### config.mk
export PLATFORM = sky130hd
export DESIGN_NAME = reg_nbits
export DESIGN_NICKNAME = d
export VERILOG_FILES = /design/src/rtl/reg_bank_pkg.sv /design/src/rtl/reg_bit_cell.sv /design/src/rtl/reg_nbits.sv
export SDC_FILE = /design/constraint.sdc
export NUM_CORES = 1
export LEC_CHECK = 0
export ABC_AREA = 0
export ABC_CLOCK_PERIOD_IN_PS = 1200
export BUFFER_PORTS_ARGS = -buffer_cell sky130_fd_sc_hd__buf_2
export CORE_MARGIN = 2
export CORE_UTILIZATION = 46
export DETAILED_ROUTE_END_ITERATION = 7
export PLACE_DENSITY = 0.79
export SLEW_MARGIN = 30
export SYNTH_ARGS = -nofsm -noshare
export SYNTH_HDL_FRONTEND = slang
export SYNTH_SLANG_ARGS = --single-unit
### constraint.sdc
create_clock -name clk -period 1.2 [get_ports clk]
set_clock_uncertainty 0.2 [all_clocks]
set_input_delay 0.12 -clock clk [delete_from_list [all_inputs] [get_ports clk]]
set_output_delay 0.12 -clock clk [all_outputs]
set_load 0.02 [all_outputs]
### src/rtl/reg_bank_pkg.sv
// reg_bank_pkg
//   Shared constants and types for the 32-entry architectural register bank.
//   DATA_WIDTH     : width of one architectural register
//   REG_COUNT      : number of registers in the bank
//   REG_ADDR_WIDTH : width of a register index
//   data_t         : one register's worth of data
package reg_bank_pkg;

    localparam int DATA_WIDTH     = 64;
    localparam int REG_COUNT      = 32;
    localparam int REG_ADDR_WIDTH = 5;

    typedef logic [DATA_WIDTH-1:0] data_t;

endpackage : reg_bank_pkg

### src/rtl/reg_bit_cell.sv
// reg_bit_cell
//   One storage bit: D flip-flop with synchronous reset to a per-bit value
//   and a write enable.
//   clk     : clock, rising edge active
//   reset   : synchronous active-high reset, dominates the enable
//   rst_val : value taken on reset
//   en      : write enable; anything other than a solid 1 holds
//   d       : write data
//   q       : stored bit, straight from the flop
module reg_bit_cell (
    input  logic clk,
    input  logic reset,
    input  logic rst_val,
    input  logic en,
    input  logic d,
    output logic q
);

    // An unknown enable takes the else path of the if, so an X on en holds
    // the stored value instead of smearing X into q.
    always_ff @(posedge clk) begin
        if (reset) begin
            q <= rst_val;
        end else if (en) begin
            q <= d;
        end
    end

endmodule : reg_bit_cell

### src/rtl/reg_nbits.sv
// reg_nbits
//   N-bit parallel-load register, one per architectural register in the bank.
//   Write data is shared across the bank; each instance has its own load.
//   clk   : clock, rising edge active
//   reset : synchronous active-high reset, loads RESET_VALUE, beats load
//   load  : write strobe, x captured on the next rising edge
//   x     : write data
//   x_out : stored value, driven directly from flops
module reg_nbits
    import reg_bank_pkg::*;
#(
    parameter int             N           = DATA_WIDTH,
    parameter logic [N-1:0]   RESET_VALUE = {N{1'b0}}
) (
    input  logic         clk,
    input  logic         reset,
    input  logic         load,
    input  logic [N-1:0] x,
    output logic [N-1:0] x_out
);

    if (N < 1 || N > 128) begin : g_bad_width
        $fatal(1, "reg_nbits: N=%0d outside legal range 1..128", N);
    end

    for (genvar i = 0; i < N; i++) begin : g_bit
        reg_bit_cell u_cell (
            .clk     (clk),
            .reset   (reset),
            .rst_val (RESET_VALUE[i]),
            .en      (load),
            .d       (x[i]),
            .q       (x_out[i])
        );
    end

    // Contents must be fully known once reset has been applied.
    a_known_after_reset : assert property (
        @(posedge clk) reset |=> !$isunknown(x_out)
    ) else $error("reg_nbits: x_out unknown after reset");

    // Nothing may disturb the value on an edge with neither reset nor load.
    a_hold_stable : assert property (
        @(posedge clk) (reset === 1'b0 && load !== 1'b1) |=> $stable(x_out)
    ) else $error("reg_nbits: x_out changed without reset or load");

endmodule : reg_nbits

## Word-level counts from Yosys, hierarchy flattened

Index checks and enable logic that the tools add are counted.
W data, S select, Z words.

| storage, ports and cells | value |
|---|---|
| bits in registers | 64 |
| input bits | 67 |
| output and inout port bits | 64 |

## Depth between registers and ports, before layout

Gate-level depths: netlist of the first run.

| logic depth | value |
|---|---|
| depth after elaboration | 0 |
| depth in mapped cells | 4 |
| gate-level depth less buffers | 2 |

## Hierarchy

Synthesis of the first run repeated with hierarchy kept, for this count alone.

| unflattened totals | value |
|---|---|
| cell total of the unflattened synthesis | 193 |
| area total of the unflattened synthesis | 3286.9 um^2 |

Modules (own cells, without submodules):

| module | instances | cells each | area each (um^2) | seq. area each (um^2) |
|---|---|---|---|---|
| reg_bit_cell | 64 | 3 | 51.3 | 30.0 |
| reg_nbits | 1 | 1 | 3.8 | 0.0 |

## Least setup slack after synthesis of the first run

No wires, ideal clock.

| timing path | value |
|---|---|
| path type | input port to flip-flop |
| start | input port load |
| end | register g_bit[0].u_cell.q |
| data arrival time | 646 ps |
| path slack | 226 ps |
| stages on the path | 4 |
| path buffers | 2 |
| cells stage by stage | buf_6 > buf_8 > mux2i_1 > nor2_1 |

RTL lines:

| what | RTL line | text |
|---|---|---|
| start: declaration | reg_nbits.sv:17 | `input logic load,` |
| end signal: assignment | reg_bit_cell.sv:23 | `q <= rst_val;` |
| end: declaration | reg_bit_cell.sv:16 | `output logic q` |

## Final worst setup path of the first run

| timing path | value |
|---|---|
| start | register g_bit[25].u_cell.q |
| end | output port x_out[25] |

RTL lines:

| what | RTL line | text |
|---|---|---|
| start: declaration | reg_bit_cell.sv:16 |  |
| start signal: assignment | reg_bit_cell.sv:23 |  |
| end: declaration | reg_nbits.sv:19 | `output logic [N-1:0] x_out` |

No word-level cell between the ends.

==> key figures, run 1 <==
Cells and area
  • Most frequent cells in the layout: buf_2, mux2i_1, nor2_1, dfxtp_1, dlygate4sd3_1
  • Core Util, Final: 65.6%
  • Largest registers: g_bit.u_cell.q: 64 flops
  • Layout Nets: about 470
  • Area Overhead vs Synth: 39.2%
  • Most common cell after layout, fill and taps aside: buf_2
  • Max FFs per register: between 60 and 70
  • Layout cells sized above 1: a little over a third
  • Most flop-heavy register: g_bit.u_cell.q
  • Ant diodes: 0

Global route
  • Vias in the first global route: roughly 2100
  • GRT overflow: 0
  • First-pass GRT wire length: between 9000 and 10000 µm
  • Total GRT Usage: approximately a fifth
  • Largest net degree at the start of global routing: 65
  • Initial antenna violation count: 0

Setup path
  • Slowest cell on the critical path: dfxtp_1
  • Flop2flop setup slack: ~0.35 ns
  • CP cell instances: buf_2
  • Buf+Inv Stages, Crit Path: 1
  • WP data required: 0.88 ns
  • WS Path Type: reg2out
  • Critical path launch point type: flip-flop
  • Max FO, Critical Path: 2
  • CP Data Arrival Time: between 0.8 and 0.9 ns
  • CP endpoint kind: output port
  • Launching point of the worst reg2reg path: g_bit[45].u_cell.q$_SDFFE_PP0P_
  • Worst reg2reg path endpoint: g_bit[45].u_cell.q$_SDFFE_PP0P_
  • R2R cell count: 2
  • Worst path max stage delay: between 0.3 and 0.4 ns
  • Crit path max-delay family: flip-flops
  • CP Depth: 1

Clock network
  • Worst-Skew Late Latency: between 0.3 and 0.4 ns
  • H-tree depth: 3
  • Clock root cell: clkbuf_8
  • Post-CTS repair timing setup buffer count: 0
  • Reg clk slew, reported paths: about 0.070 ns
  • Sink Count: between 60 and 70
  • Cts bufs inserted: 9
  • CTS max path bufs: 2
  • CTS tree: done

Run
  • Max Cap Viol: 0

Outcome
  • Status: finished, final reports clean

Detailed routing
  • Vias/cell: 4.44
  • DR top layer: met4
  • Initial DRC count: 56
  • M1 WL: around 2300 µm
  • DR WL met2: about 3300 µm
  • Met3 WL: roughly 310 µm
  • WL final: 6060 µm
  • Antenna Nets Post-Route: 0
  • Via count: between 2000 and 2500
  • Drt drc: 0
  • Drt first pass iters: 4
  • Routed WL per cell: approximately 13 µm

Pwr
  • Comb pwr share: ~17%
  • Worst vdd ir: ~0.77 mV
  • Clock power share: a little under two fifths
  • Power per cell area: roughly 1300 mW/mm²
  • P_sw: 1.24 mW
  • Part of the power in registers: between 40 and 50%
  • Sw frac: 24.0%
  • Internal power consumption: 3.93 mW
  • LEAKAGE: ~2 nW

Yosys
  • Post-Syn Area per Cell: approximately 10 µm²
  • Synthesized Nets: ~340
  • Netlist cell types: 8
  • Synth Warn #: 0
  • Sequential fraction of the synthesis area: roughly 46%
  • Synth Cell Area: ~0.0028 mm²
  • Gate Count Post-Synth: 270
  • Seq cells post-synth: 64

Timing
  • Final WS setup: between 0.04 and 0.05 ns
  • Worst rel slew slack: between 80 and 90%
  • Post-layout min period: roughly 1.2 ns
  • Achievable Freq: between 0.8 and 0.9 GHz
  • Worst Tran Pin Value: between 0.2 and 0.3 ns
  • Fin crit share: slightly below 100%
  • Fin. max-slew vios: 0
  • # setup viols final: 0
  • Fin. Hold Viols: 0
  • Hold WS: 0.0427 ns

Min path
  • Hold crit path type: in2reg
  • Hold worst-path end: g_bit[21].u_cell.q$_SDFFE_PP0P_
  • Hold Path Origin: reset
  • Hold path depth: 3

Placed design
  • Final Wtd Congestion: between 0.7 and 0.8
  • Pre-CTS WS: around 0.1 ns
  • Port bufs: 130
  • Post-DP HPWL: between 3000 and 4000 µm

Floorplanning
  • Core region area: roughly 0.006 mm²
  • Num rows: 28
  • Initial core utilization: between 40 and 50%
  • Die width: just over 80 µm
  • Die Y: slightly above 80 µm
  • Die area: 0.00666 mm²
  • Io pins: roughly 130
==> power by group through the flow <==
stage	Clock (mW)	Sequential (mW)	Combinational, mW
final	1.98	2.32	0.878
after global routing	2.14	2.33	0.949
after CTS	2.04	2.31	0.859
after detailed placement	0	2.36	0.698
after global placement	0	2.35	0.680
after floorplan	0	2.35	0.622
==> area by class of cell <==
type,count,area (µm²)
fillers,482,2030
repair buffers,197,1390
flip-flops and latches,64,1280
multi-input cells,128,881
clock buffers,13,149
well taps,75,93.8
clock inverters,3,65.1
==> how the worst max path moves through the flow <==
stage	start	slack [ns]	end
after floorplan	load	0.23	g_bit[0].u_cell.q$_SDFFE_PP0P_
after global placement	load	0.13	g_bit[17].u_cell.q$_SDFFE_PP0P_
after detailed placement	load	0.1	g_bit[15].u_cell.q$_SDFFE_PP0P_
after CTS	g_bit[41].u_cell.q$_SDFFE_PP0P_	0.01	x_out[41]
after global routing	g_bit[40].u_cell.q$_SDFFE_PP0P_	-0.005	x_out[40]
final	g_bit[25].u_cell.q$_SDFFE_PP0P_	0.04	x_out[25]
==> metrics by stage <==
step,instances,cell area (µm²),setup TNS [ns],power (mW)
floorplan,270,2770,0,2.97
global placement,400,2970,0,3.03
detailed placement,400,2970,0,3.06
CTS,480,3820,0,5.22
global route,480,3860,-0.00959,5.41
finish,480,3860,0,5.17
==> cells by family (layout without fill, tap and decap cells) <==
logic type | after synthesis | in the layout | share of synthesized area (%)
buf+inv | 78 | 213 | 22.0
mux | 64 | 64 | 23.1
flops | 64 | 64 | 46.2
simple gates | 64 | 64 | 8.67
==> cells in the mapped netlist <==
cell	count	area share, %
mux2i_1	64	23
buf_1	6	0.81
clkbuf_2	1	0.18
buf_6	1	0.41
buf_4	64	17
nor2_1	64	8.7
dfxtp_1	64	46
buf_8	6	3.3
==> layer usage <==
layer	GRT usage (%)	vias up
met2	35.6	75
met5	0	-
met1	17.9	976
li1	-	1067
met4	11.0	0
met3	4.95	13
==> what timing repair did <==
item	in CTS	in global routing
endpoints found under the setup margin	0	14
resized for setup	0	14
hold endpoints to repair	64	0
hold buffers	64	0
Note: power is estimated with default switching activity, not from simulation.
==> run 2, diff against run 1 <==
Settings changed: MAX_ROUTING_LAYER set to met4.
==> run 2 against run 1 <==
Effect of this change: worst hold slack better by 0.0026 ns; first-iteration DRC count is 36% higher; register-to-register slack hardly changed; sequential cell count stayed put; die area stayed put; critical path depth stayed put; design area is 0.32% higher; critical endpoint is now x_out[56]; largest power group unchanged.
==> key figures, run 2 (synthesized netlist as in run 1, its figures left out) <==
Global route
  • Initial antenna violation count: 0
  • First-pass GRT wire length: 9230 µm
  • Vias in the first global route: slightly above 2000
  • Largest net degree at the start of global routing: 65
  • GRT overflow: 0
  • Total GRT Usage: roughly a fifth

Timing
  • Fin. max-slew vios: 0
  • Hold WS: around 0.045 ns
  • Fin. Hold Viols: 0
  • Final WS setup: approximately 0.034 ns
  • Fin crit share: 97.2%
  • Worst Tran Pin Value: roughly 0.28 ns
  • Setup TNS: 0 ns
  • # setup viols final: 0
  • Worst rel slew slack: 81.4%
  • Achievable Freq: roughly 0.86 GHz
  • Post-layout min period: 1.17 ns

Cells and area
  • Post-Layout Inst Area: ~0.0039 mm²
  • # fillers: around 480
  • Area Overhead vs Synth: 39.7%
  • Layout Nets: ~470
  • Max FFs per register: 64
  • Largest registers: g_bit.u_cell.q: 64 flops
  • Most common cell after layout, fill and taps aside: buf_2
  • Register area: 0.00128 mm²
  • Most flop-heavy register: g_bit.u_cell.q
  • Layout cells sized above 1: roughly 37%
  • Most frequent cells in the layout: buf_2, mux2i_1, nor2_1, dlygate4sd3_1, dfxtp_1
  • Multi-input logic area: roughly 880 µm²
  • Ant diodes: 0

Min path
  • Hold path depth: 3
  • Hold worst-path end: g_bit[38].u_cell.q$_SDFFE_PP0P_
  • Hold Path Origin: reset
  • Hold crit path type: in2reg

Floorplanning
  • Initial core utilization: between 40 and 50%
  • Die area: between 0.006 and 0.007 mm²
  • Num rows: 28
  • Core region area: slightly below 0.006 mm²
  • Die width: 81.6 µm
  • Io pins: 131
  • Die Y: roughly 82 µm

Detailed routing
  • Antenna Nets Post-Route: 0
  • Vias/cell: approximately 4.4
  • WL final: 6090 µm
  • Drt drc: 0
  • Routed WL per cell: approximately 13 µm
  • Drt first pass iters: 4
  • Initial DRC count: 76
  • Via count: 2118

Placed design
  • Port bufs: 130
  • Pre-CTS WS: between 0.09 and 0.1 ns
  • Final Wtd Congestion: ~0.74
  • Dpl cell area: approximately 0.0030 mm²
  • Post-DP HPWL: ~3500 µm

Setup path
  • Buf+Inv Stages, Crit Path: 1
  • Slowest cell on the critical path: dfxtp_1
  • CP endpoint kind: output port
  • Critical path launch point type: flip-flop
  • CP Depth: 1
  • WP data required: just under 0.9 ns
  • Worst reg2reg path endpoint: g_bit[45].u_cell.q$_SDFFE_PP0P_
  • CP cell instances: buf_4
  • Worst path max stage delay: roughly 0.36 ns
  • WS Path Type: reg2out
  • Crit path max-delay family: flip-flops
  • Launching point of the worst reg2reg path: g_bit[45].u_cell.q$_SDFFE_PP0P_
  • CP Data Arrival Time: between 0.8 and 0.9 ns
  • R2R cell count: 2
  • Max FO, Critical Path: 2
  • Flop2flop setup slack: approximately 0.35 ns

Outcome
  • Status: finished, final reports clean

Clock network
  • CTS max path bufs: 2
  • H-tree depth: 3
  • Post-CTS repair timing setup buffer count: 0
  • Reg clk slew, reported paths: approximately 0.070 ns
  • CTS tree: done
  • Clock root cell: clkbuf_8
  • Sink Count: 64
  • Worst-Skew Late Latency: roughly 0.32 ns
  • Cts bufs inserted: 9

Pwr
  • LEAKAGE: roughly 2.0 nW
  • Power per cell area: ~1300 mW/mm²
  • Worst vdd ir: approximately 0.77 mV
  • Total power: between 5 and 6 mW

Run
  • Max Cap Viol: 0
[run 2: cell counts in the layout (fill, tap and decap cells not counted)]
Identical to the previous run, type by type.
[run 2: worst max path at each step]
stage,start,endpoint
after floorplan,load,g_bit[0].u_cell.q$_SDFFE_PP0P_
after global placement,load,g_bit[17].u_cell.q$_SDFFE_PP0P_
after detailed placement,load,g_bit[15].u_cell.q$_SDFFE_PP0P_
after CTS,g_bit[41].u_cell.q$_SDFFE_PP0P_,x_out[41]
after global routing,g_bit[30].u_cell.q$_SDFFE_PP0P_,x_out[30]
final,g_bit[56].u_cell.q$_SDFFE_PP0P_,x_out[56]
[run 2: power breakdown]
group,internal [mW],leakage [nW],switching [mW],total [mW]
Sequential,2.25,0.529,0.0642,2.32
Clock,1.23,0.108,0.751,1.98
Combinational,0.457,1.38,0.426,0.883
[run 2: through the flow]
step | util, % | instances
global placement | 50.4 | 400
global route | 65.8 | 480
CTS | 65.0 | 480
floorplan | - | 270
finish | 65.8 | 480
detailed placement | 50.4 | 400
[run 2: per-layer routing]
layer	global-route usage, %	vias up	part of all wire [%]
li1	-	1063	-
met1	17.9	967	37
met2	35.6	76	55
met3	5.27	12	5.5
met4	11.0	0	2.0
met5	-	-	0
[run 2: repair_timing]
item	4_1_cts	5_1_grt
hold endpoints to repair	64	0
setup endpoints to repair	0	18
hold buffers	64	0
resized for setup	0	20
[run 2: area by class of cell]
cell class,count,area share (%)
Timing Repair Buffer,197,36.1
Sequential cell,64,33.2
Multi-Input combinational cell,128,22.8
Clock buffer,13,3.85
Tap cell,75,2.42
Clock inverter,3,1.68
==> run 3, diff against run 2 <==
Settings changed: CELL_PAD_IN_SITES_DETAIL_PLACEMENT set to 1, CELL_PAD_IN_SITES_GLOBAL_PLACEMENT set to 1, CORE_UTILIZATION 46 to 34, PLACE_DENSITY 0.79 to unset, PLACE_DENSITY_LB_ADDON set to 0.1.
==> run 3 against run 2 <==
Effect of this change: sequential cell count stayed put; critical path depth unchanged; non-clock buffer count grew 2; final cell count grew 6.0%; critical path type unchanged; largest cell class unchanged.
==> key figures, run 3 (synthesized netlist as in run 1, its figures left out) <==
Cells and area
  • Most flop-heavy register: g_bit.u_cell.q
  • Largest registers: g_bit.u_cell.q: 64 flops
  • Ant diodes: 0
  • Area Overhead vs Synth: 40.9%
  • Most frequent cells in the layout: buf_2, mux2i_1, nor2_1, dlygate4sd3_1, dfxtp_1
  • Post-Layout Cell Count: roughly 500
  • Most common cell after layout, fill and taps aside: buf_2
  • Layout Nets: around 470
  • Core Util, Final: about 50%
  • Post-Layout Inst Area: between 0.003 and 0.004 mm²
  • Max FFs per register: 64
  • Layout cells sized above 1: 36.6%

Min path
  • Hold crit path type: in2reg

Detailed routing
  • WL final: between 6000 and 7000 µm
  • Via count: 2157
  • Drt first pass iters: 3
  • Vias/cell: roughly 4.2
  • Antenna Nets Post-Route: 0
  • Drt drc: 0
  • Routed WL per cell: 12.9 µm
  • Initial DRC count: 12

Floorplanning
  • Initial core utilization: ~35%
  • Core region area: 0.00781 mm²
  • Die area: roughly 0.0089 mm²
  • Die Y: about 94 µm
  • Die width: ~94 µm
  • Io pins: about 130
  • Num rows: 32

Timing
  • # setup viols final: 0
  • Post-layout min period: approximately 1.2 ns
  • Fin. max-slew vios: 0
  • Worst Tran Pin Value: about 0.21 ns
  • RSZ-0062 raised after global routing: false
  • Achievable Freq: between 0.8 and 0.9 GHz
  • Setup TNS: 0 ns
  • Fin. Hold Viols: 0
  • Worst rel slew slack: 86.1%
  • Fin crit share: between 90 and 100%
  • Hold WS: between 0.015 and 0.02 ns

Setup path
  • CP cell instances: buf_2
  • CP Data Arrival Time: roughly 0.84 ns
  • Slowest cell on the critical path: dfxtp_1
  • Critical path launch point type: flip-flop
  • Buf+Inv Stages, Crit Path: 1
  • Worst path max stage delay: between 0.3 and 0.4 ns
  • CP endpoint kind: output port
  • WP data required: 0.88 ns
  • Max FO, Critical Path: 2
  • Crit path max-delay family: flip-flops
  • WS Path Type: reg2out

Global route
  • Met1 Use GR: about 18%
  • GRT met3 Usage: between 3 and 4%
  • GRT overflow: 0
  • Grt met2 use: roughly a quarter
  • Largest net degree at the start of global routing: 37
  • Vias in the first global route: roughly 2100
  • Initial antenna violation count: 0
  • Gr busiest metal: met2
  • Total GRT Usage: between 15 and 20%
  • First-pass GRT wire length: 10100 µm

Clock network
  • CTS tree: done
  • H-tree depth: 3
  • Worst-Skew Late Latency: about 0.32 ns
  • CTS max path bufs: 2
  • Post-CTS repair timing setup buffer count: 0
  • Cts bufs inserted: 9
  • Clock root cell: clkbuf_8
  • Sink Count: 64
  • Reg clk slew, reported paths: ~0.070 ns

Pwr
  • Power per cell area: roughly 1300 mW/mm²
  • Worst vdd ir: between 0.6 and 0.7 mV
  • LEAKAGE: around 2.0 nW

Placed design
  • Final Wtd Congestion: between 0.6 and 0.7
  • Post-DP HPWL: 4200 µm
  • Dpl cells: approximately 430
  • Port bufs: 130
  • Dpl cell area: 0.00303 mm²

Run
  • Max Cap Viol: 0

Outcome
  • Status: finished, final reports clean
-- run 3: changes by cell type in the layout (fill, tap and decap cells not counted) --
cell,delta
buf_2,+11
dfxtp_1,+1
dfxtp_2,-1
buf_12,+1
buf_4,-10
-- run 3: power by group --
group / internal (mW) / switching [mW] / total [mW]
registers: 2.25 / 0.0605 / 2.31
clock network: 1.23 / 0.768 / 2.00
logic: 0.454 / 0.432 / 0.886
-- run 3: repair_timing --
item | 4_1_cts | 5_1_grt
endpoints found under the hold margin | 64 | 0
endpoints found under the setup margin | 0 | 7
hold buffers | 64 | 0
gates resized for setup | 0 | 9
-- run 3: path summary, 6_finish.rpt --
check	from	end	slack [ns]	cells past startpoint
worst max-delay path	g_bit[25].u_cell.q$_SDFFE_PP0P_	x_out[25]	0.04	1
worst min-delay path	reset	g_bit[9].u_cell.q$_SDFFE_PP0P_	0.02	3
worst max register to register	g_bit[7].u_cell.q$_SDFFE_PP0P_	g_bit[7].u_cell.q$_SDFFE_PP0P_	0.37	2
worst min register to register	g_bit[38].u_cell.q$_SDFFE_PP0P_	g_bit[38].u_cell.q$_SDFFE_PP0P_	0.29	2
-- run 3: through the flow --
stage / power, mW / worst slack (ns)
6_report: 5.19 / 0.0441
4_1_cts: 5.28 / 0.0234
2_1_floorplan: 2.97 / 0.226
5_1_grt: 5.45 / 0.00260
3_3_place_gp: 3.06 / 0.136
3_5_place_dp: 3.08 / 0.0977
-- run 3: layout make-up --
type	instances	area, µm²
flip-flops and latches	64	1280
repair buffers	199	1400
fillers	905	3900
well taps	102	128
multi-input cells	128	881
clock inverters	3	65.1
clock buffers	13	149
-- run 3: metal layers --
| metal | up-vias | wire (µm) | share of wire [%] |
|---|---|---|---|
| met5 | - | 0 | 0 |
| met3 | 9 | 367 | 5.6 |
| met2 | 73 | 3240 | 49 |
| li1 | 1072 | - | - |
| met4 | 0 | 89 | 1.4 |
| met1 | 1003 | 2850 | 44 |
